[src/rtl/lru_update_array_if.sv]
// Access/flush port bundle between the cache controller and the per-set pLRU store.
// master = controller side, slave = lru_update_array.
interface lru_update_array_if #(
  parameter int unsigned IDX_W = 3
);
  logic [IDX_W-1:0] rd_index;
  logic [2:0]       rd_lru;
  logic             upd_valid;
  logic [IDX_W-1:0] upd_index;
  logic [1:0]       upd_way;
  logic             flush_req;
  logic             busy;
  logic             flush_done;

  modport master (
    output rd_index, upd_valid, upd_index, upd_way, flush_req,
    input  rd_lru, busy, flush_done
  );

  modport slave (
    input  rd_index, upd_valid, upd_index, upd_way, flush_req,
    output rd_lru, busy, flush_done
  );
endinterface

[src/rtl/lru_update_array.sv]
// Per-set 3-bit tree pLRU storage for a 4-way cache, with hit/fill updates
// and a one-set-per-cycle flush sweep.
module lru_update_array #(
  parameter int unsigned NUM_SETS = 8,
  parameter int unsigned IDX_W    = $clog2(NUM_SETS)
) (
  input logic              clk,
  input logic              rst_n,
  lru_update_array_if.slave bus
);

  typedef enum logic [0:0] {StIdle, StFlush} state_e;

  localparam logic [IDX_W-1:0] LastIdx = IDX_W'(NUM_SETS - 1);

  state_e           state_q, state_d;
  logic [IDX_W-1:0] cnt_q, cnt_d;
  logic             flush_done_q, flush_done_d;
  logic [2:0]       lru_q [NUM_SETS];

  logic             wr_en;
  logic [IDX_W-1:0] wr_idx;
  logic [2:0]       wr_val;
  logic [2:0]       cur_lru;
  logic [2:0]       upd_val;

  // Bit 2 points away from the touched pair; the pair's own bit points at its
  // untouched member. The other pair's bit is preserved.
  always_comb begin
    cur_lru = lru_q[bus.upd_index];
    upd_val = cur_lru;
    unique case (bus.upd_way)
      2'b00: upd_val = {2'b00, cur_lru[0]};
      2'b01: upd_val = {2'b01, cur_lru[0]};
      2'b10: upd_val = {1'b1, cur_lru[1], 1'b0};
      2'b11: upd_val = {1'b1, cur_lru[1], 1'b1};
    endcase
  end

  always_comb begin
    state_d      = state_q;
    cnt_d        = cnt_q;
    flush_done_d = 1'b0;
    wr_en        = 1'b0;
    wr_idx       = bus.upd_index;
    wr_val       = upd_val;
    case (state_q)
      StIdle: begin
        wr_en = bus.upd_valid;
        if (bus.flush_req) begin
          state_d = StFlush;
          cnt_d   = '0;
        end
      end
      StFlush: begin
        // Updates and new flush requests are dropped for the whole sweep.
        wr_en  = 1'b1;
        wr_idx = cnt_q;
        wr_val = 3'b000;
        if (cnt_q == LastIdx) begin
          state_d      = StIdle;
          cnt_d        = '0;
          flush_done_d = 1'b1;
        end else begin
          cnt_d = cnt_q + 1'b1;
        end
      end
      default: state_d = StIdle;
    endcase
  end

  always_ff @(posedge clk or negedge rst_n) begin
    if (!rst_n) begin
      state_q      <= StIdle;
      cnt_q        <= '0;
      flush_done_q <= 1'b0;
    end else begin
      state_q      <= state_d;
      cnt_q        <= cnt_d;
      flush_done_q <= flush_done_d;
    end
  end

  always_ff @(posedge clk or negedge rst_n) begin
    if (!rst_n) begin
      for (int unsigned i = 0; i < NUM_SETS; i++) begin
        lru_q[i] <= 3'b000;
      end
    end else begin
      for (int unsigned i = 0; i < NUM_SETS; i++) begin
        if (wr_en && (wr_idx == IDX_W'(i))) begin
          lru_q[i] <= wr_val;
        end
      end
    end
  end

  // No write bypass: readers see the entry as stored before this edge.
  assign bus.rd_lru     = lru_q[bus.rd_index];
  assign bus.busy       = (state_q == StFlush);
  assign bus.flush_done = flush_done_q;

endmodule
[src/flat_wrapper.sv]
// flat-port wrapper written by rule: the top's interface ports become plain ports
module lru_update_array_flat 
#(
  parameter int unsigned NUM_SETS = 8,
  parameter int unsigned IDX_W    = $clog2(NUM_SETS)
)
  (clk, rst_n, bus_rd_index, bus_upd_valid, bus_upd_index, bus_upd_way, bus_flush_req, bus_rd_lru, bus_busy, bus_flush_done);
  lru_update_array_if #(.IDX_W(IDX_W)) bus_i ();
  input logic clk;
  input logic rst_n;
  input wire logic [$bits(bus_i.rd_index)-1:0] bus_rd_index;
  input wire logic [$bits(bus_i.upd_valid)-1:0] bus_upd_valid;
  input wire logic [$bits(bus_i.upd_index)-1:0] bus_upd_index;
  input wire logic [$bits(bus_i.upd_way)-1:0] bus_upd_way;
  input wire logic [$bits(bus_i.flush_req)-1:0] bus_flush_req;
  output wire logic [$bits(bus_i.rd_lru)-1:0] bus_rd_lru;
  output wire logic [$bits(bus_i.busy)-1:0] bus_busy;
  output wire logic [$bits(bus_i.flush_done)-1:0] bus_flush_done;
  assign bus_i.rd_index = bus_rd_index;
  assign bus_i.upd_valid = bus_upd_valid;
  assign bus_i.upd_index = bus_upd_index;
  assign bus_i.upd_way = bus_upd_way;
  assign bus_i.flush_req = bus_flush_req;
  assign bus_rd_lru = bus_i.rd_lru;
  assign bus_busy = bus_i.busy;
  assign bus_flush_done = bus_i.flush_done;
  lru_update_array #(.NUM_SETS(NUM_SETS), .IDX_W(IDX_W)) u_core (.clk(clk), .rst_n(rst_n), .bus(bus_i));
endmodule
[config.mk]
export PLATFORM = sky130hd
export DESIGN_NAME = lru_update_array_flat
export DESIGN_NICKNAME = d
export VERILOG_FILES = /design/src/rtl/lru_update_array_if.sv /design/src/rtl/lru_update_array.sv /design/src/flat_wrapper.sv
export SDC_FILE = /design/constraint.sdc
export NUM_CORES = 1
export LEC_CHECK = 0
export BUFFER_PORTS_ARGS = -buffer_cell sky130_fd_sc_hd__clkbuf_2
export CORE_MARGIN = 2
export CORE_UTILIZATION = 58
export CTS_CLUSTER_SIZE = 12
export DETAILED_ROUTE_END_ITERATION = 8
export PLACE_DENSITY = 0.88
export SETUP_SLACK_MARGIN = 0.4
export SYNTH_ARGS = -nofsm -noshare
export SYNTH_HDL_FRONTEND = slang
export SYNTH_SLANG_ARGS = --single-unit
[constraint.sdc]
create_clock -name clk -period 1.8 [get_ports clk]
set_clock_uncertainty 0.05 [all_clocks]
set_input_delay 0.36 -clock clk [delete_from_list [all_inputs] [get_ports clk]]
set_output_delay 0.36 -clock clk [all_outputs]
set_load 0.005 [all_outputs]
Yosys cells after proc, flatten, opt, wreduce, memory -nomap -nowiden

Cells that the tools add are included.

Register bits after elaboration: 29
Input bits: 12
Output and inout port bits: 5
Word-level logic and storage cells: 57

$add $sub $neg: 1
Magnitude comparators: 2
Equality and inequality tests: 12
Multiplexer cells: 18
Bitwise logic cells: 3
Reductions and logical operators: 10

Operator list:

| operator              | number |
|---|---|
| $bmux W3 S3           | 2 |
| $mux W3               | 6 |
| $eq A3 B3 Y1 const B  | 5 |
| $pmux W3 S4           | 1 |
| $ge A4 B4 Y1 const B  | 2 |
| $logic_and A1 B1 Y1   | 8 |
| $not A3 Y4            | 2 |
| $eq A3 B2 Y1 const B  | 2 |
| $pmux W3 S2           | 1 |
| $eq A2 B2 Y1 const B  | 2 |
| $mux W1               | 4 |
| $mux W2               | 2 |
| $pmux W1 S2           | 2 |
| $add A3 B1 Y3 const B | 1 |
| $eq A3 B1 Y1 const B  | 1 |
| $logic_not A3 Y1      | 1 |
| $eq A2 B1 Y1 const B  | 1 |
| $logic_not A2 Y1      | 1 |
| $ne A2 B2 Y1 const B  | 1 |
| $not A1 Y1            | 1 |

Longest topological paths before layout

Gate-level depths: netlist of run 1.

Depth after elaboration: 6
Mapped depth: 5
Gate-level depth less buffers: 4

Least setup slack after synthesis of run 1

Ideal clock, no wire load.

Path kind: input to output
From: input port bus_rd_index[0]
To: output port bus_rd_lru[0]
Arrival: 1.325 ns
Setup slack: 0.065 ns
Stages on the path: 3
Buffers on the path: 1
Path through: buf_2 mux4_2 mux2_2

Word-level cells in the longest chain between the ends: 4

Ends and longest elaborated chain:

| what                                        | RTL line               | text |
|---|---|---|
| start, declared                             | flat_wrapper.sv:11     | `input wire logic [$bits(bus_i.rd_index)-1:0] bus_rd_index;` |
| $not A3 Y4 (not written as such)            | lru_update_array.sv:99 | `assign bus.rd_lru = lru_q[bus.rd_index];` |
| $bmux W3 S3                                 | lru_update_array.sv:99 |  |
| $mux W3 (not written as such) (2 in series) | lru_update_array.sv:99 |  |
| end, declared                               | flat_wrapper.sv:16     | `output wire logic [$bits(bus_i.rd_lru)-1:0] bus_rd_lru;` |

No other way between the ends. The select of a mux whose other input is x is not followed.

Worst setup path after layout of run 1

From: register u_core.lru_q[16] in the netlist's numbering
To: output port bus_rd_lru[1]

Word-level cells in the longest chain between the ends: 3

Ends and longest elaborated chain:

| what                                        | RTL line               | text |
|---|---|---|
| start, declared                             | lru_update_array.sv:19 | `logic [2:0] lru_q [NUM_SETS];` |
| start signal, assigned by index             | lru_update_array.sv:92 | `lru_q[i] <= wr_val;` |
| $bmux W3 S3                                 | lru_update_array.sv:99 |  |
| $mux W3 (not written as such) (2 in series) | lru_update_array.sv:99 |  |

No other way between the ends. The select of a mux whose other input is x is not followed.

==> impl_metrics.env, run 1 <==
export IMPL_status="complete, but fails checks"
export IMPL_failed_checks="setup timing"
export IMPL_grt_setup_unrepaired="true"
export IMPL_cts_buffers=5
export IMPL_reg2reg_depth=6
export IMPL_final_util=0.921
export IMPL_layout_cells_non_filler=227
export IMPL_cts_buffer_depth=2
export IMPL_postPlaceCellArea_mm2=0.00196
export IMPL_drv_cap=0
export IMPL_globalRouteOverflowTotal=0
export IMPL_async_flop_share=1.00
export IMPL_firstDrtPassIters=4
export IMPL_required_ns=1.39
export IMPL_postRouteWirelength_um=6780
export IMPL_layout_min_cycle_time_ns=2.13
export IMPL_cts_root_buf="clkbuf_4"
export IMPL_synth_cell_types=37
export IMPL_track_usage=0.356
export IMPL_slew_headroom=0.499
export IMPL_fp_dieArea_mm2=0.00348
export IMPL_setup_slack_ns=-0.328
export IMPL_netlist_area_mm2=0.00175
export IMPL_fin_crit_sh=1.18
export IMPL_grt_max_degree=30
export IMPL_clock_sinks=29
export IMPL_drtIter0Drc=147
export IMPL_ir_drop_v=0.00133
export IMPL_p_total_w=0.00458
export IMPL_power_leakage_nw=1.17
export IMPL_clock_latency_ns=0.35
export IMPL_core_area_mm2=0.00281
export IMPL_ant_nets=0
export IMPL_synthCells=139
export IMPL_startpoint="u_core.lru_q[16]"
export IMPL_design_area_mm2=0.00258
export IMPL_worstMarginPinSlew_ns=0.752
export IMPL_finalHoldViolations=0
export IMPL_yosysMostFrequentCell="dfrtp_1"
export IMPL_setup_viol_count_final=11
export IMPL_n_antenna_cell=0
export IMPL_finalSetupTns_ns=-1.26
export IMPL_antenna_found_initial=0
export IMPL_synth_nets=153
export IMPL_power_density_mw_per_mm2=1770
export IMPL_yosys_area_top_type="dfrtp_1"
export IMPL_dp_cells=192
export IMPL_grt_pass1_wl_um=8570
export IMPL_max_freq_mhz=470
export IMPL_die_w_um=59.0
export IMPL_place_gp_congestion=0.819
export IMPL_layout_drive_gt1_share=0.658
export IMPL_crit_fanout=2
export IMPL_synth_common_cells="29 x dfrtp_1, 11 x mux2_2, 11 x nor2_1, 7 x mux2_1, 7 x mux2i_1"
export IMPL_grt_pass1_vias=1548
export IMPL_end_kind="output port"
export IMPL_initial_core_util=0.624
export IMPL_syn_to_final_growth_pct=47.4
export IMPL_synth_seq_cells=29
export IMPL_cts_htree_levels=2
export IMPL_io_pins=17
export IMPL_crit_arrival_ns=1.72
export IMPL_vias_per_cell=7.17
export IMPL_io_buffers=16
export IMPL_synth_enable_flop_cells=0
export IMPL_ys_seq_area_frac=0.414
export IMPL_hp_class="input port to async pin"
export IMPL_crit_type="flip-flop to output port"
export IMPL_die_h_um=59.0
export IMPL_dp_hpwl_um=3180
export IMPL_yosys_area_top_type_share=0.414
export IMPL_synth_warnings=0
export IMPL_r2r_end="u_core.lru_q[19]"
export IMPL_avgSynthCellArea_um2=12.6
export IMPL_path_clk_slew_ns=0.10
export IMPL_wire_per_inst_um=29.8
export IMPL_rrSetupSlack_ns=-0.05
export IMPL_r2r_start="u_core.lru_q[16]"
export IMPL_synth_area_leaders="dfrtp_1 41%, mux4_2 7.7%, mux2_2 7.1%, mux2_1 4.5%, mux2i_1 4.0%"
export IMPL_post_route_drc_count=0
export IMPL_synth_ff_type="dfrtp_1"
export IMPL_slew_violations=0
export IMPL_std_cell_rows=19
export IMPL_final_nets=210
export IMPL_crit_path_start_kind="flip-flop"
export IMPL_cts_tree="done"
export IMPL_vias=1627
[critical path: stages, from the launching register on]
cell,delay (ns)
dfrtp_1,0.43
mux4_2,0.52
mux2_2,0.30
clkbuf_2,0.11
[cells in the final DEF (no fill, tap or decap), drive strengths merged, types with 3 or more instances in the layout]
| cell type | instances |
|---|---|
| and3b | 3 |
| nor3b | 7 |
| dfrtp | 29 |
| mux2i | 7 |
| inv | 3 |
| clkbuf | 22 |
| mux4 | 6 |
| o22ai | 4 |
| buf | 41 |
| a21oi | 3 |
| mux2 | 19 |
| a31oi | 5 |
| nor2b | 4 |
| nand2 | 6 |
| nor2 | 11 |
| nand3b | 3 |
| a2bb2oi | 4 |
| nand2b | 3 |
| o21ai | 3 |
[per-stage QoR]
stage | worst slack, ns | hold WS (ns)
after floorplan | 0.180 | 0.0144
after global placement | -0.0979 | 0.376
after detailed placement | -0.159 | 0.394
after CTS | -0.238 | 0.0343
after global routing | -0.383 | 0.0652
final | -0.328 | 0.00768
[flip-flops by register name, indices dropped and copies added (netlist names)]
signal                 count
u_core.bus.busy            1
u_core.bus.flush_done      1
u_core.lru_q              24
u_core.cnt_q               3
[repair_timing]
| action | 4_1_cts | 5_1_grt |
|---|---|---|
| gates resized for setup | 44 | 36 |
| endpoints found under the setup margin | 28 | 29 |
| buffers inserted | 21 | 7 |
| hold buffers | 0 | 0 |
| pin swaps | 13 | 10 |
[worst max-delay path by stage]
stage / end / slack, ns / cells after the start
floorplan: bus_rd_lru[0] / 0.18 / 3
global route: bus_rd_lru[1] / -0.38 / 3
CTS: bus_rd_lru[1] / -0.24 / 3
global placement: bus_rd_lru[0] / -0.1 / 4
finish: bus_rd_lru[1] / -0.33 / 3
detailed placement: bus_rd_lru[1] / -0.16 / 4
[final cells by class]
type / instances / area [um2]
clock buffers: 7 / 55.1
multi-input cells: 101 / 1280
inverters: 3 / 11.3
flip-flops and latches: 29 / 729
fillers: 99 / 223
repair buffers: 56 / 470
well taps: 31 / 38.8
[power breakdown]
group	switching [W]	total [W]	internal (W)
combinational	0.00134	0.00288	0.00154
sequential	0.000339	0.00127	0.000934
clock	0.000236	0.000419	0.000184
[per-layer routing]
metal / share of wire / wire length (um) / vias to the layer above / GRT usage
met4: 0.062 / 422 / 0 / 0.162
met1: 0.36 / 2430 / 798 / 0.414
met2: 0.48 / 3220 / 141 / 0.600
li1: - / - / 643 / -
met3: 0.10 / 705 / 45 / 0.112
met5: 0 / 0 / - / 0
[cell families (layout without fill, tap and decap cells)]
logic type / Yosys count / in the layout / synth area share
AO/OA/AOI/OAI: 26 / 26 / 0.149
adder cells (fa/ha/maj): 2 / 2 / 0.0143
buffers and inverters: 9 / 66 / 0.0300
flip-flops: 29 / 29 / 0.414
multiplexers: 32 / 32 / 0.241
AND/OR/NAND/NOR: 41 / 41 / 0.151
Power figures use the tool's default switching activity.
==> run 2, diff against run 1 <==
--- a/config.mk
+++ b/config.mk
@@ -10,8 +10,10 @@
 export CORE_UTILIZATION = 58
 export CTS_CLUSTER_SIZE = 12
 export DETAILED_ROUTE_END_ITERATION = 8
+export GPL_TIMING_DRIVEN = 0
 export PLACE_DENSITY = 0.88
 export SETUP_SLACK_MARGIN = 0.4
+export SLEW_MARGIN = 20
 export SYNTH_ARGS = -nofsm -noshare
 export SYNTH_HDL_FRONTEND = slang
 export SYNTH_SLANG_ARGS = --single-unit
==> constraint.sdc (replaced) <==
create_clock -name clk -period 1.8 [get_ports clk]
set_clock_uncertainty 0.05 [all_clocks]
set_input_delay 0.36 -clock clk [delete_from_list [all_inputs] [get_ports clk]]
set_output_delay 0.36 -clock clk [all_outputs]
set_load 0.01 [all_outputs]
==> run 2 against run 1 <==
  * The flow still finishes with violations (setup timing)
  * Critical path type unchanged
  * Combinational power up 5%
  * Count of clock-buffer cells in the layout up 1
  * Via count up 2.4%
  * Largest power group unchanged
  * Global-route usage down 0.099 points
==> impl_metrics.env, run 2 (synthesis results as in run 1) <==
export IMPL_worstMarginPinSlew_ns=0.768
export IMPL_max_freq_mhz=480
export IMPL_crit_path_start_kind="flip-flop"
export IMPL_syn_to_final_growth_pct=51.7
export IMPL_power_frac_seq=0.261
export IMPL_layout_drive_gt1_share=0.658
export IMPL_internal_power_w=0.00277
export IMPL_wire_per_inst_um=29.0
export IMPL_reg_top3="u_core.lru_q (24), u_core.cnt_q (3)"
export IMPL_switchingPower_w=0.00192
export IMPL_slew_violations=0
export IMPL_track_usage=0.355
export IMPL_dp_hpwl_um=2960
export IMPL_hp_class="input port to async pin"
export IMPL_core_area_mm2=0.00281
export IMPL_initial_core_util=0.624
export IMPL_place_ws_ns=-0.00167
export IMPL_grt_max_degree=30
export IMPL_cts_buffer_depth=2
export IMPL_antenna_found_initial=0
export IMPL_max_flop_register="u_core.lru_q"
export IMPL_finalHoldViolations=0
export IMPL_cts_tree="done"
export IMPL_crit_type="flip-flop to output port"
export IMPL_path_clk_slew_ns=0.10
export IMPL_failed_checks="setup timing"
export IMPL_grt_pass1_wl_um=8730
export IMPL_power_leakage_nw=1.21
export IMPL_required_ns=1.39
export IMPL_place_gp_congestion=0.763
export IMPL_crit_fanout=3
export IMPL_status="complete, but fails checks"
export IMPL_layout_common_cells="27 x dfrtp_1, 24 x buf_6, 23 x buf_4"
export IMPL_die_h_um=59.0
export IMPL_grt_pass1_vias=1671
export IMPL_final_nets=215
export IMPL_swShare=0.409
export IMPL_fill_cells=74
export IMPL_n_antenna_cell=0
export IMPL_die_w_um=59.0
export IMPL_path_cells="mux4_2 -> mux2_4 -> buf_6"
export IMPL_end_kind="output port"
export IMPL_io_buffers=14
export IMPL_vias_per_cell=7.15
export IMPL_drv_cap=0
export IMPL_path_buf_inv=1
export IMPL_setup_slack_ns=-0.284
export IMPL_cpPeakStageDelay_ns=0.47
export IMPL_cts_htree_levels=2
export IMPL_firstDrtPassIters=4
export IMPL_clock_latency_ns=0.35
export IMPL_crit_arrival_ns=1.67
export IMPL_fp_dieArea_mm2=0.00348
export IMPL_ant_nets=0
export IMPL_setup_viol_count_final=13
export IMPL_slowest_stage="mux4_2"
export IMPL_globalRouteOverflowTotal=0
export IMPL_multi_input_area_mm2=0.00125
export IMPL_power_density_mw_per_mm2=1770
export IMPL_ir_drop_v=0.00150
export IMPL_cts_root_buf="clkbuf_4"
export IMPL_slew_headroom=0.488
export IMPL_post_route_drc_count=0
export IMPL_layout_min_cycle_time_ns=2.08
export IMPL_p_comb_frac=0.645
export IMPL_cp_top_family="multiplexers"
export IMPL_drtIter0Drc=160
export IMPL_clock_sinks=29
export IMPL_grt_setup_unrepaired="true"
export IMPL_cts_buffers=5
export IMPL_final_common_cell="dfrtp_1"
export IMPL_vias=1666
export IMPL_clockPowerShare=0.094
export IMPL_io_pins=17
export IMPL_final_util=0.947
export IMPL_register_area_um2=728
export IMPL_fin_crit_sh=1.16
export IMPL_largest_reg_flops=24
export IMPL_postRouteWirelength_um=6750
export IMPL_std_cell_rows=19
## run 2: path summary, 6_finish.rpt
kind,start,to,slack (ns),cells past startpoint
min reg2reg,u_core.lru_q[23],u_core.lru_q[23],0.49,2
min,rst_n,u_core.lru_q[6],0.02,1
max in group asynchronous,rst_n,u_core.cnt_q[0],1.15,1
min in group clk,bus_flush_req,u_core.bus.busy,0.26,3
max,u_core.lru_q[6],bus_rd_lru[0],-0.28,3
max reg2reg,u_core.lru_q[16],u_core.lru_q[1],-0.11,7
## run 2: power by group through the flow
stage | Sequential, W | Combinational [W] | Clock (W)
after floorplan | 0.00110 | 0.00118 | 0
after global placement | 0.00115 | 0.00142 | 0
after detailed placement | 0.00119 | 0.00150 | 0
after CTS | 0.00115 | 0.00240 | 0.000425
after global routing | 0.00123 | 0.00311 | 0.000464
final | 0.00123 | 0.00303 | 0.000443
## run 2: stage by stage
step / cells / total power, W / instance area (um2) / hold slack [ns] / setup TNS (ns)
after floorplan: 139 / 0.00229 / 1840 / 0.0144 / 0
after global placement: 184 / 0.00258 / 1950 / 0.383 / 0
after detailed placement: 184 / 0.00268 / 1950 / 0.397 / -0.00167
after CTS: 226 / 0.00398 / 2480 / 0.0378 / -0.632
after global routing: 233 / 0.00481 / 2660 / 0.0654 / -1.72
final: 233 / 0.00470 / 2660 / 0.0167 / -1.55
## run 2: layout make-up
cell class              count  area share
plain buffers               6      0.0320
clock buffers               8      0.0221
inverters                   3     0.00424
multi-input cells         101       0.471
flip-flops and latches     29       0.274
well taps                  31      0.0146
repair buffers             55       0.182
## run 2: metal layers
layer / vias to the layer above / wire length [um] / global-route usage
li1: 653 / - / -
met1: 830 / 2270 / 0.390
met2: 129 / 3320 / 0.629
met3: 54 / 656 / 0.0967
met4: 0 / 499 / 0.172
met5: - / 0 / 0
## run 2: what timing repair did
item	CTS	global route
endpoints found under the setup margin	27	30
resized for setup	47	35
pin swaps	15	15
hold buffers	0	0
gates cloned	0	0
hold endpoints to repair	0	0
setup buffers	34	7
